<file path="src/rtl/cordic_scheduler_pkg.sv">
// Shared definitions for the CORDIC frame scheduler.
//
// Contents:
//   state_t  - FSM state encoding for cordic_scheduler
//   StIdle   - waiting for a frame; the only state that accepts input
//   StRun    - issuing words to the CORDIC and collecting its results
//   StDone   - one-cycle completion state; data_out updated, valid_out pulsed
package cordic_scheduler_pkg;

    typedef logic [1:0] state_t;

    localparam state_t StIdle = 2'd0;
    localparam state_t StRun  = 2'd1;
    localparam state_t StDone = 2'd2;

endpackage

</file>
<file path="src/rtl/cordic_scheduler.sv">
// Time-multiplexes one shared CORDIC across CHANNELS rectangular words per frame.
// A frame is latched on accept, its words are streamed to the CORDIC one per
// handshake, and results are gathered in order as they return (concurrently
// with issue). When the last result lands, the whole polar frame is published
// on data_out together with a single-cycle valid_out pulse.
//
// Ports:
//   clk_in               - clock, rising edge
//   rst_in               - synchronous active-high reset
//   data_in              - packed frame, channel i at [DATA_WIDTH*i +: DATA_WIDTH]
//   valid_in / ready_out - frame handshake; ready_out only in IDLE
//   data_out             - polar results per channel, held until next completion
//   valid_out            - one-cycle pulse when data_out is refreshed
//   cordic_tdata_out     - word to the CORDIC cartesian input
//   cordic_tvalid_out    - CORDIC input valid
//   cordic_tready_in     - CORDIC input ready
//   cordic_dout_in       - CORDIC result word
//   cordic_dout_valid_in - CORDIC result valid (no backpressure)
//   cordic_aresetn_out   - CORDIC reset, the inverse of rst_in
//   busy_out             - high whenever not IDLE
//   error_out            - sticky: a CORDIC result arrived outside RUN
module cordic_scheduler
    import cordic_scheduler_pkg::*;
#(
    parameter int CHANNELS   = 4,
    parameter int DATA_WIDTH = 32
) (
    input  logic                         clk_in,
    input  logic                         rst_in,
    input  logic [CHANNELS*DATA_WIDTH-1:0] data_in,
    input  logic                         valid_in,
    output logic                         ready_out,
    output logic signed [DATA_WIDTH-1:0] data_out [CHANNELS],
    output logic                         valid_out,
    output logic [DATA_WIDTH-1:0]        cordic_tdata_out,
    output logic                         cordic_tvalid_out,
    input  logic                         cordic_tready_in,
    input  logic [DATA_WIDTH-1:0]        cordic_dout_in,
    input  logic                         cordic_dout_valid_in,
    output logic                         cordic_aresetn_out,
    output logic                         busy_out,
    output logic                         error_out
);

    localparam int IDX_W = (CHANNELS > 1) ? $clog2(CHANNELS) : 1;
    localparam logic [IDX_W-1:0] LAST_IDX = IDX_W'(CHANNELS - 1);

    state_t                       state_q, state_d;
    logic [IDX_W-1:0]             issue_idx_q, issue_idx_d;
    logic [IDX_W-1:0]             ret_idx_q, ret_idx_d;
    logic                         issue_done_q, issue_done_d;
    logic                         valid_q;
    logic                         error_q;
    logic [DATA_WIDTH-1:0]        frame_q  [CHANNELS];
    logic [DATA_WIDTH-1:0]        result_q [CHANNELS];
    logic signed [DATA_WIDTH-1:0] out_q    [CHANNELS];

    logic accept;
    logic issue_fire;
    logic ret_fire;
    logic ret_last;
    logic stray;

    always_comb begin
        accept     = (state_q == StIdle) && valid_in;
        issue_fire = cordic_tvalid_out && cordic_tready_in;
        ret_fire   = (state_q == StRun) && cordic_dout_valid_in;
        ret_last   = ret_fire && (ret_idx_q == LAST_IDX);
        // A result outside RUN has no slot to land in; it is only flagged.
        stray      = (state_q != StRun) && cordic_dout_valid_in;
    end

    assign ready_out          = (state_q == StIdle);
    assign busy_out           = (state_q != StIdle);
    assign cordic_tvalid_out  = (state_q == StRun) && !issue_done_q;
    assign cordic_tdata_out   = frame_q[issue_idx_q];
    assign cordic_aresetn_out = ~rst_in;
    assign valid_out          = valid_q;
    assign error_out          = error_q;
    assign data_out           = out_q;

    always_comb begin
        state_d      = state_q;
        issue_idx_d  = issue_idx_q;
        ret_idx_d    = ret_idx_q;
        issue_done_d = issue_done_q;
        case (state_q)
            StIdle: begin
                if (valid_in) begin
                    state_d      = StRun;
                    issue_idx_d  = '0;
                    ret_idx_d    = '0;
                    issue_done_d = 1'b0;
                end
            end
            StRun: begin
                // Indices stop at the last slot instead of wrapping, so the
                // final values stay meaningful while DONE is visible.
                if (issue_fire) begin
                    if (issue_idx_q == LAST_IDX) begin
                        issue_done_d = 1'b1;
                    end else begin
                        issue_idx_d = issue_idx_q + 1'b1;
                    end
                end
                // Results never precede their issue, so the last result also
                // implies issue is complete.
                if (ret_fire) begin
                    if (ret_idx_q == LAST_IDX) begin
                        state_d = StDone;
                    end else begin
                        ret_idx_d = ret_idx_q + 1'b1;
                    end
                end
            end
            StDone:  state_d = StIdle;
            default: state_d = StIdle;
        endcase
    end

    always_ff @(posedge clk_in) begin
        if (rst_in) begin
            state_q      <= StIdle;
            issue_idx_q  <= '0;
            ret_idx_q    <= '0;
            issue_done_q <= 1'b0;
            valid_q      <= 1'b0;
            error_q      <= 1'b0;
            for (int i = 0; i < CHANNELS; i++) begin
                out_q[i] <= '0;
            end
        end else begin
            state_q      <= state_d;
            issue_idx_q  <= issue_idx_d;
            ret_idx_q    <= ret_idx_d;
            issue_done_q <= issue_done_d;
            // Output copy happens on the edge into DONE so data_out and the
            // valid_out pulse are both visible during the DONE cycle.
            valid_q      <= ret_last;
            if (stray) begin
                error_q <= 1'b1;
            end
            if (ret_last) begin
                for (int i = 0; i < CHANNELS; i++) begin
                    out_q[i] <= (i == CHANNELS - 1) ? $signed(cordic_dout_in)
                                                    : $signed(result_q[i]);
                end
            end
        end
    end

    // Frame and result buffers are pure data paths; their contents are only
    // consumed under control that is itself reset.
    always_ff @(posedge clk_in) begin
        if (accept) begin
            for (int i = 0; i < CHANNELS; i++) begin
                frame_q[i] <= data_in[DATA_WIDTH*i +: DATA_WIDTH];
            end
        end
        if (ret_fire) begin
            result_q[ret_idx_q] <= cordic_dout_in;
        end
    end

endmodule

</file>
<file path="config.mk">
export PLATFORM = sky130hd
export DESIGN_NAME = cordic_scheduler
export DESIGN_NICKNAME = d
export VERILOG_FILES = /design/src/rtl/cordic_scheduler_pkg.sv /design/src/rtl/cordic_scheduler.sv
export SDC_FILE = /design/constraint.sdc
export NUM_CORES = 1
export LEC_CHECK = 0
export CORE_MARGIN = 8
export CORE_UTILIZATION = 51
export CTS_CLUSTER_SIZE = 10
export DETAILED_ROUTE_END_ITERATION = 6
export GPL_ROUTABILITY_DRIVEN = 0
export PLACE_DENSITY_LB_ADDON = 0.1
export SLEW_MARGIN = 10
export SYNTH_ARGS = -nofsm -noshare
export SYNTH_HDL_FRONTEND = slang
export SYNTH_SLANG_ARGS = --single-unit
</file>
<file path="constraint.sdc">
create_clock -name clk_in -period 9.07 [get_ports clk_in]
set_input_delay 0.907 -clock clk_in [delete_from_list [all_inputs] [get_ports clk_in]]
set_output_delay 0.907 -clock clk_in [all_outputs]
set_load 0.02 [all_outputs]
</file>
== After elaboration in Yosys (flattened, before gate mapping) ==
Memories as Yosys holds them, arrays and structs flattened. A register that Yosys moved wholly into a read port is not among the register bits.
Index checks and enable logic that the tools add are counted.

* Output and inout port bits: 166
* Memories: 2
* Word-level logic and storage cells: 58
* Bits in writable memories: 256
* Bits in registers: 41
* Input bits: 165

* Bitwise logic cells: 1
* Eq/ne operators: 11
* Reductions and logical operators: 14
* Mux-type cells: 21
* $add $sub $neg: 2

{| class="wikitable"
|+ Memory list
! memory !! depth !! bits a word !! rd ports !! clocked after memory_dff !! write ports !! line !! text
|-
| frame_q || 4 || 32 || 1 || 1 || 4 || cordic_scheduler.sv:54 || <nowiki>logic [DATA_WIDTH-1:0] frame_q [CHANNELS];</nowiki>
|-
| result_q || 4 || 32 || 3 || 3 || 1 || cordic_scheduler.sv:55 || <nowiki>logic [DATA_WIDTH-1:0] result_q [CHANNELS];</nowiki>
|}

{| class="wikitable"
|+ Operators by type and width
! cell !! number
|-
| two-way mux 2 bit || 10
|-
| one-hot mux 2 bit (2 select lines) || 3
|-
| AND reduction 4 bit || 3
|-
| != test 2 bit, second input constant || 5
|-
| two-way mux 1 bit || 7
|-
| logical AND 1 bit || 6
|-
| != test 2 x 1 -> 1 bit, second input constant || 3
|-
| adder 2 x 1 -> 2 bit, second input constant || 2
|-
| equality test 2 bit, second input constant || 2
|-
| nonzero test 2 bit || 2
|-
| AND reduction 3 bit || 1
|-
| equality test 2 x 1 -> 1 bit, second input constant || 1
|-
| zero test 2 bit || 1
|-
| one-hot mux 1 bit (2 select lines) || 1
|-
| zero test 1 bit || 1
|-
| NOT 1 bit || 1
|}

== Depth between registers and ports, before layout ==
Gate-level depths: netlist of run 1.

* Depth in word-level cells: 7
* Depth in mapped cells: 6

== Worst setup path after synthesis of run 1 ==
No wires, ideal clock.

* Path type: input to register
* Start: in valid_in
* End: mem frame_q[0][0], enable pin
* Arrival time: 3.862 ns
* Setup slack: 4.727 ns
* Setup time: 0.481 ns
* Data required time: 8.589 ns
* Path buffers: 0
* Cell stages on the path: 2
* Cell sequence: or3b_2 -> inv_1

{| class="wikitable"
|+ RTL lines
! what !! line !! text
|-
| from (decl) || cordic_scheduler.sv:31 || <nowiki>input logic valid_in,</nowiki>
|-
| to (decl) || cordic_scheduler.sv:54 ||
|}

==> impl_metrics.yaml, run 1 <==
die:
  dieArea_sq_um: 29800
  fp.dieH_microns: 173
  num_rows: 57
  die_w_microns: 173
  design.core.area_sq_um: 24200
  start_util: 0.516
  boundaryPins: 331
timing:
  fin_ws_ns: 5.61
  fin_crit_sh: 0.381
  finalCriticalPeriod_ns: 3.46
  finClkSkew_ns: 0.0169
  hold_viol: 0
  grt_setup_unrepaired: "false"
  worst_pin_slew_ns: 1.12
  finalSetupViolCount: 0
  max-slew-margin-rel: 0.251
  whs_ns: 0.450
  drv_slew: 0
  finalSetupTns_ns: 0
  max_freq_mhz: 289
clock_network:
  clock-sinks: 363
  cts-htree-levels: 2
  path_clk_slew_ns: 0.05
  numCtsBuffers: 42
  clockBufferDepth: 3
  cts_hold_buf: 0
  cts_setup_buffers: 0
  root_buffer: "clkbuf_16"
  insertion_delay_ns: 0.53
  cts_tree: "yes"
  cts_resized: 0
grt:
  grt_pass1_vias: 8129
  grt_max_degree: 94
  grt_pass1_wl_microns: 48800
  grt_overflow: 0
  grtUsageTotal: 0.209
  antenna_found_initial: 2
logic_synthesis:
  synth_compound_area_frac: 0.0577
  yosysTopAreaCell: "edfxtp_1"
  ys_types: 30
  synth_fa_ha_area_frac: 0.00500
  ys_seq_area_frac: 0.759
  syn_area_per_cell_sq_um: 14.2
  ys_warn_count: 0
  synth_area_leaders: "edfxtp_1 (54%), dfxtp_1 (22%), nand2_1 (7.7%)"
  synth_top_family_by_area: "simple AND/OR/NAND/NOR gates"
  synth_top_area_frac: 0.537
  syn_area_sq_um: 12500
  synthCells: 882
  synth_seq_cells: 363
  synth-xor-area-share: 0
  synthMuxAreaShare: 0.0592
  synth-simple-area-share: 0.0897
  synth_nets: 1052
min_path:
  hold_path.class: "register to register"
  min_from: "data_out[56]$_SDFFE_PP0P_"
  holdPathStages: 2
worst_setup_path:
  end_kind: "primary output"
  worstPathArrival_ns: 2.55
  cp_cell_sequence: "buf_4 > mux4_2 > clkdlybuf4s50_1"
  critPathLaunchType: "register"
  cp_slowest_cell: "clkdlybuf4s50_1"
  r2r_cells: 3
  path_class: "register to primary output"
  rr_startpoint: "state_q[0]$_SDFFE_PP0P_"
  cp_slowest_stage_delay_ns: 0.61
  r2r_setup_slack_ns: 6.39
  crit_path_max_fanout: 32
  worstPathRequired_ns: 8.16
power:
  peakVddDrop_uv: 197
  p_per_area_nw_per_um2: 205
  power.leakage_uw: 0.00563
final_layout:
  final_common_cell: "clkdlybuf4s50_1"
  syn2layout_area_growth_pct: 37.4
  diodes: 0
  mostFrequentLayoutCells: "clkdlybuf4s50_1 (329), nand2_1 (257), edfxtp_1 (224)"
  drive_above_1_share: 0.0763
  fin_nets: 1382
placed_design:
  post-place-ws_ns: 5.38
  dp_hpwl_microns: 20900
  io_buffers: 330
detailed_routing:
  drc: 0
  firstDrtPassIters: 4
  wl_per_cell_microns: 20.3
  final_antenna_net_count: 0
  dr_total_vias: 8015
  drt_iter0_drc: 604
  routed_wirelength_microns: 31900
  routed_via_density: 5.11
outcome:
  outcome: "completed"
job:
  maxCapViolations: 0
-- per-stage QoR --
stage	util	instance area, sq um	power [uW]	cells
2_1_floorplan	-	12500	1920	882
3_3_place_gp	0.658	16000	2040	1492
3_5_place_dp	0.658	16000	2040	1492
4_1_cts	0.710	17200	3560	1569
5_1_grt	0.710	17200	3640	1569
6_report	0.710	17200	3530	1569
-- report_power, final --
group / internal [uW] / total (uW) / switching, uW
logic: 108 / 195 / 87.0
registers: 1800 / 1810 / 11.8
clock network: 905 / 1520 / 613
-- logic make-up after synthesis --
kind of cell,after synthesis
multiplexers,34
buffers and inverters,59
AND/OR/NAND/NOR,280
flip-flops,363
AO/OA/AOI/OAI,141
adder cells (fa/ha/maj),5
-- worst max-delay path: cells and delay by family (launching register included) --
kind,cells,cell delay (ns)
muxes,1,0.59
buffers and inverters,2,1.12
DFF,1,0.31
-- per-layer routing --
layer	up-vias	track usage	part of all wire
met5	-	0	0.00085
met4	4	0.0561	0.022
met3	56	0.0782	0.099
met2	298	0.348	0.48
met1	3857	0.253	0.39
li1	3800	-	-
-- area by class of cell --
class,count,area [sq um]
repair buffers,338,3360
inverters,7,28.8
flip-flops and latches,363,9510
fillers,1691,7040
clock buffers,75,1220
well taps,324,405
multi-input cells,460,2660
clock inverters,2,32.5
-- final timing paths --
kind,to
worst max-delay path,cordic_tdata_out[2]
worst max register to register,frame_q[0][17]$_DFFE_PP_
worst min-delay path,data_out[56]$_SDFFE_PP0P_
worst min register to register,data_out[56]$_SDFFE_PP0P_
-- state kept, by name, summed over array words and instances, names as in the netlist, named ones only --
name          flops
issue_done_q      1
state_q           2
issue_idx_q       2
ret_idx_q         2
frame_q         128
error_out         1
data_out        128
valid_out         1
result_q         96
-- synthesized netlist by cell type --
cell / number
nand3_1: 3
nand2b_1: 1
a311oi_1: 1
mux4_2: 32
and4b_1: 1
a21oi_1: 132
and3b_1: 1
o21a_1: 1
mux2i_1: 2
or2_2: 1
buf_6: 10
nor2b_1: 3
buf_4: 17
buf_1: 3
clkbuf_1: 19
o21ai_0: 4
o32ai_1: 2
o21bai_1: 1
dfxtp_1: 139
nand4b_1: 2
buf_2: 3
or3b_2: 1
nand4bb_1: 2
edfxtp_1: 224
ha_1: 5
nor3b_1: 2
inv_1: 7
and3_1: 3
nand2_1: 257
nor2_1: 3
(Power assumes the default switching activity.)
==> inputs of run 2 (changes only) <==
--- a/config.mk
+++ b/config.mk
@@ -6,7 +6,7 @@
 export NUM_CORES = 1
 export LEC_CHECK = 0
 export CORE_MARGIN = 8
-export CORE_UTILIZATION = 51
+export CORE_UTILIZATION = 48
 export CTS_CLUSTER_SIZE = 10
 export DETAILED_ROUTE_END_ITERATION = 6
 export GPL_ROUTABILITY_DRIVEN = 0
==> constraint.sdc (replaced) <==
create_clock -name clk_in -period 3.2 [get_ports clk_in]
set_input_delay 0.32 -clock clk_in [delete_from_list [all_inputs] [get_ports clk_in]]
set_output_delay 0.32 -clock clk_in [all_outputs]
set_load 0.02 [all_outputs]
==> run 2 against run 1 <==
  * Via count rose by 0.17%
  * Clock skew decreased by 0.0013 ns
  * Total power grew to 2.8 times the previous value
  * Sequential power rose to 2.8 times the previous value
  * Combinational power rose to 2.8 times the previous value
  * Sequential share of layout area is 0.35 points lower
  * Core utilization shrank 3.9 points
  * Critical endpoint is now cordic_tdata_out[19]
  * Clock power grew to 2.8 times the previous value
  * Worst setup slack got worse by 5.2 ns
  * Largest cell class unchanged
  * First-iteration DRC count up 11%
==> impl_metrics.yaml, run 2 (same netlist as run 1, synthesis figures left out) <==
clock_network:
  cts_tree: "yes"
  path_clk_slew_ns: 0.06
  cts_setup_buffers: 0
  cts-htree-levels: 2
  cts_resized: 0
  numCtsBuffers: 42
  root_buffer: "clkbuf_16"
  insertion_delay_ns: 0.52
  cts_hold_buf: 0
  clock-sinks: 363
  clockBufferDepth: 3
die:
  start_util: 0.485
  design.core.area_sq_um: 25800
  fp.dieH_microns: 178
  num_rows: 59
  dieArea_sq_um: 31500
  boundaryPins: 331
  die_w_microns: 178
timing:
  max-slew-margin-rel: 0.367
  finalSetupTns_ns: 0
  finalSetupViolCount: 0
  grt_setup_unrepaired: "false"
  fin_crit_sh: 0.876
  drv_slew: 0
  hold_viol: 0
  worst_pin_slew_ns: 0.949
  max_freq_mhz: 357
  finalCriticalPeriod_ns: 2.80
  finClkSkew_ns: 0.0156
worst_setup_path:
  worstPathRequired_ns: 2.88
  r2r_cells: 3
  rr_startpoint: "state_q[0]$_SDFFE_PP0P_"
  worstReg2RegEnd: "result_q[0][5]$_DFFE_PP_"
  r2r_setup_slack_ns: 1.19
  critPathLaunchType: "register"
  end_kind: "primary output"
  path_class: "register to primary output"
  crit_path_end: "cordic_tdata_out[19]"
  crit_path_max_fanout: 23
  worstPathArrival_ns: 2.48
final_layout:
  syn2layout_area_growth_pct: 38.3
  drive_above_1_share: 0.0795
  final_common_cell: "clkdlybuf4s50_1"
  fillCellCount: 1917
  mostFrequentLayoutCells: "clkdlybuf4s50_1 (329), nand2_1 (257), edfxtp_1 (224)"
  final_cells: 1583
  fin_nets: 1387
power:
  power.share.clock: 0.428
  power.leakage_uw: 0.00566
  sequentialPowerShare: 0.517
  p_per_area_nw_per_um2: 575
  power_uw: 9960
  sw_frac_of_total: 0.201
  switching_power_uw: 2000
  combPwrFrac: 0.056
  peakVddDrop_uv: 443
  p_int_uw: 7960
outcome:
  outcome: "completed"
detailed_routing:
  wl_per_cell_microns: 20.4
  firstDrtPassIters: 5
  drt_iter0_drc: 673
  routed_wirelength_microns: 32300
  drc: 0
  final_antenna_net_count: 0
  dr_total_vias: 8029
  routed_via_density: 5.07
grt:
  grt_pass1_vias: 7964
  grt_max_degree: 97
  antenna_found_initial: 2
  grt_pass1_wl_microns: 47900
  grt_overflow: 0
  grtUsageTotal: 0.198
job:
  maxCapViolations: 0
min_path:
  hold_path.class: "input pin to register"
placed_design:
  io_buffers: 330
  dp_cells: 1508
  dp_hpwl_microns: 21800
-- run 2: how the worst min path moves through the flow --
stage / start / endpoint / slack [ns] / depth (start not counted)
floorplan: data_in[0] / frame_q[0][0]$_DFFE_PP_ / 0.42 / 0
global placement: data_out[38]$_SDFFE_PP0P_ / data_out[38]$_SDFFE_PP0P_ / 0.44 / 2
detailed placement: data_out[54]$_SDFFE_PP0P_ / data_out[54]$_SDFFE_PP0P_ / 0.45 / 2
CTS: rst_in / state_q[1]$_SDFFE_PP0P_ / 0.29 / 2
global route: rst_in / data_out[79]$_SDFFE_PP0P_ / 0.33 / 2
finish: rst_in / state_q[1]$_SDFFE_PP0P_ / 0.31 / 2
-- run 2: worst max-delay path, cell delays in order, from the launching register on --
cell and delay, ns:
dfxtp_2 0.57, buf_12 0.28, mux4_2 0.53, clkdlybuf4s50_1 0.58
-- run 2: power groups by stage --
stage	combinational, uW	clock (uW)	sequential (uW)
2_1_floorplan	210	0	5230
3_3_place_gp	554	0	5240
3_5_place_dp	559	0	5240
4_1_cts	563	4370	5150
5_1_grt	591	4540	5150
6_report	555	4260	5140
-- run 2: layout make-up --
type                    instances  area, sq um  share of cell area
clock buffers                  72         1210              0.0696
inverters                       7         30.0             0.00173
well taps                     335          419              0.0242
multi-input cells             460         2660               0.153
flip-flops and latches        363         9510               0.549
diodes                          2         5.00            0.000289
clock inverters                 1         8.76            0.000506
repair buffers                343         3490               0.201
-- run 2: metal layers --
layer,routed length [microns],global-route usage,share of wire,vias to the layer above
met3,3540,0.0774,0.11,40
met5,0,0,0,-
met4,537,0.0476,0.017,0
met1,13300,0.256,0.41,3874
li1,-,-,-,3799
met2,15000,0.312,0.46,316
-- run 2: per-stage QoR --
step | hold slack, ns | area, sq um | util | worst slack (ns)
detailed placement | 0.446 | 16100 | 0.623 | 0.878
global route | 0.330 | 17300 | 0.670 | 0.257
finish | 0.307 | 17300 | 0.670 | 0.396
global placement | 0.441 | 16100 | 0.623 | 0.905
floorplan | 0.419 | 12500 | - | 0.162
CTS | 0.289 | 17300 | 0.670 | 0.312
==> inputs of run 3 (changes only) <==
--- a/config.mk
+++ b/config.mk
@@ -5,9 +5,7 @@
 export SDC_FILE = /design/constraint.sdc
 export NUM_CORES = 1
 export LEC_CHECK = 0
-export CORE_MARGIN = 8
-export CORE_UTILIZATION = 48
-export CTS_CLUSTER_SIZE = 10
+export CORE_UTILIZATION = 35
 export DETAILED_ROUTE_END_ITERATION = 6
 export GPL_ROUTABILITY_DRIVEN = 0
 export PLACE_DENSITY_LB_ADDON = 0.1
==> run 3 against run 2 <==
  * Non-clock buffer count is 2 higher
  * Largest power group unchanged
  * Final area is 1.3% higher
  * Total power is 2.0% higher
  * Sequential power hardly changed
  * Critical path depth stayed put
  * Worst setup slack worse by 0.0034 ns
  * Combinational power is 0.9% higher
  * Final cell count is 7.8% higher
  * First-iteration DRC count is 32% lower
  * Routed wire length is 1.9% lower
  * Clock-buffer cell count is 10 lower
==> impl_metrics.yaml, run 3 (same netlist as run 1, synthesis figures left out) <==
worst_setup_path:
  r2r_setup_slack_ns: 1.19
  r2r_cells: 3
  critPathTopFamily: "buffers and inverters"
  rr_startpoint: "state_q[0]$_SDFFE_PP0P_"
  cp_slowest_cell: "clkdlybuf4s50_1"
  crit_path_max_fanout: 24
  critPathLaunchType: "register"
  worstPathBufferInverterCount: 2
  worstReg2RegEnd: "result_q[1][15]$_DFFE_PP_"
  worstPathRequired_ns: 2.88
  worstPathArrival_ns: 2.49
  cp_slowest_stage_delay_ns: 0.56
  cp_cell_sequence: "buf_12 > mux4_2 > clkdlybuf4s50_1"
  path_class: "register to primary output"
  end_kind: "primary output"
die:
  num_rows: 68
  start_util: 0.359
  dieArea_sq_um: 36500
  design.core.area_sq_um: 34900
  fp.dieH_microns: 191
  die_w_microns: 191
  boundaryPins: 331
timing:
  finalCriticalPeriod_ns: 2.81
  hold_viol: 0
  drv_slew: 0
  max_freq_mhz: 356
  finClkSkew_ns: 0.0167
  finalSetupViolCount: 0
  finalSetupTns_ns: 0
  fin_ws_ns: 0.392
  max-slew-margin-rel: 0.359
  fin_crit_sh: 0.877
  grt_setup_unrepaired: "false"
  worst_pin_slew_ns: 0.961
grt:
  grt_pass1_wl_microns: 46700
  grt_overflow: 0
  antenna_found_initial: 1
  grt_max_degree: 101
  grt_pass1_vias: 7800
  grtUsageTotal: 0.170
clock_network:
  clockBufferDepth: 3
  cts_resized: 0
  cts-htree-levels: 2
  cts_tree: "yes"
  path_clk_slew_ns: 0.06
  numCtsBuffers: 41
  cts_hold_buf: 0
  clock-sinks: 363
  cts_setup_buffers: 0
  root_buffer: "clkbuf_16"
  insertion_delay_ns: 0.53
placed_design:
  post-place-ws_ns: 0.888
  io_buffers: 330
  dp_hpwl_microns: 20600
min_path:
  hold_path.class: "input pin to register"
  holdPathStages: 3
  min_from: "rst_in"
  min_to: "error_out$_SDFFE_PP0P_"
final_layout:
  fillCellCount: 3111
  drive_above_1_share: 0.0919
  mostFrequentLayoutCells: "clkdlybuf4s50_1 (329), nand2_1 (257), edfxtp_1 (224)"
  syn2layout_area_growth_pct: 40.1
  fin_nets: 1388
  final_common_cell: "clkdlybuf4s50_1"
  post-route-util: 0.503
power:
  peakVddDrop_uv: 496
  power.leakage_uw: 0.00572
  p_per_area_nw_per_um2: 579
detailed_routing:
  routed_wirelength_microns: 31700
  drc: 0
  firstDrtPassIters: 4
  route.met3.wl_microns: 2880
  final_antenna_net_count: 0
  dr_total_vias: 7985
  routed_via_density: 4.68
  wl_per_cell_microns: 18.6
  highest_layer: "met5"
  wl_met1_microns: 13900
  drt_iter0_drc: 455
  dr_wl_met2_microns: 14200
outcome:
  outcome: "completed"
job:
  maxCapViolations: 0
## run 3: metal layers
layer  track usage  vias to the layer above
met5             0                        -
met4        0.0543                        2
met3        0.0543                       51
met2         0.263                      282
met1         0.225                     3845
li1              -                     3805
## run 3: area by class of cell
cell class / count / area, sq um / share of cell area
Antenna cell: 1 / 2.50 / 0.000143
Clock buffer: 62 / 1200 / 0.0683
Clock inverter: 14 / 97.6 / 0.00556
Inverter: 7 / 30.0 / 0.00171
Multi-Input combinational cell: 460 / 2660 / 0.151
Sequential cell: 363 / 9510 / 0.542
Tap cell: 455 / 569 / 0.0325
Timing Repair Buffer: 345 / 3480 / 0.198
## run 3: worst max-delay path by stage
stage | startpoint | end | depth (start not counted)
2_1_floorplan | state_q[1]$_SDFFE_PP0P_ | frame_q[0][0]$_DFFE_PP_ | 3
4_1_cts | register | cordic_tdata_out[22] | 3
3_5_place_dp | valid_in | frame_q[3][11]$_DFFE_PP_ | 4
5_1_grt | register | cordic_tdata_out[22] | 3
6_report | register | cordic_tdata_out[22] | 3
3_3_place_gp | register | cordic_tdata_out[17] | 3
## run 3: power breakdown
| part | switching [uW] | total (uW) | leakage, uW | internal, uW |
|---|---|---|---|---|
| registers | 40.7 | 5140 | 0.00321 | 5100 |
| clock network | 1790 | 4460 | 0.000637 | 2670 |
| logic | 246 | 560 | 0.00188 | 314 |
| total | 2080 | 10200 | 0.00572 | 8080 |
## run 3: per-stage QoR
stage	power, uW	instances	area [sq um]	hold WS (ns)
floorplan	5440	882	12500	0.419
global placement	5810	1630	16200	0.441
detailed placement	5810	1630	16200	0.445
CTS	10300	1706	17500	0.146
global route	10500	1706	17500	0.178
finish	10200	1707	17500	0.165
## run 3: worst reg2reg max path, stage by stage (launching register included)
cell and delay, ns:
dfxtp_1 0.54, nor2b_1 0.32, and3_2 0.53, buf_4 0.31
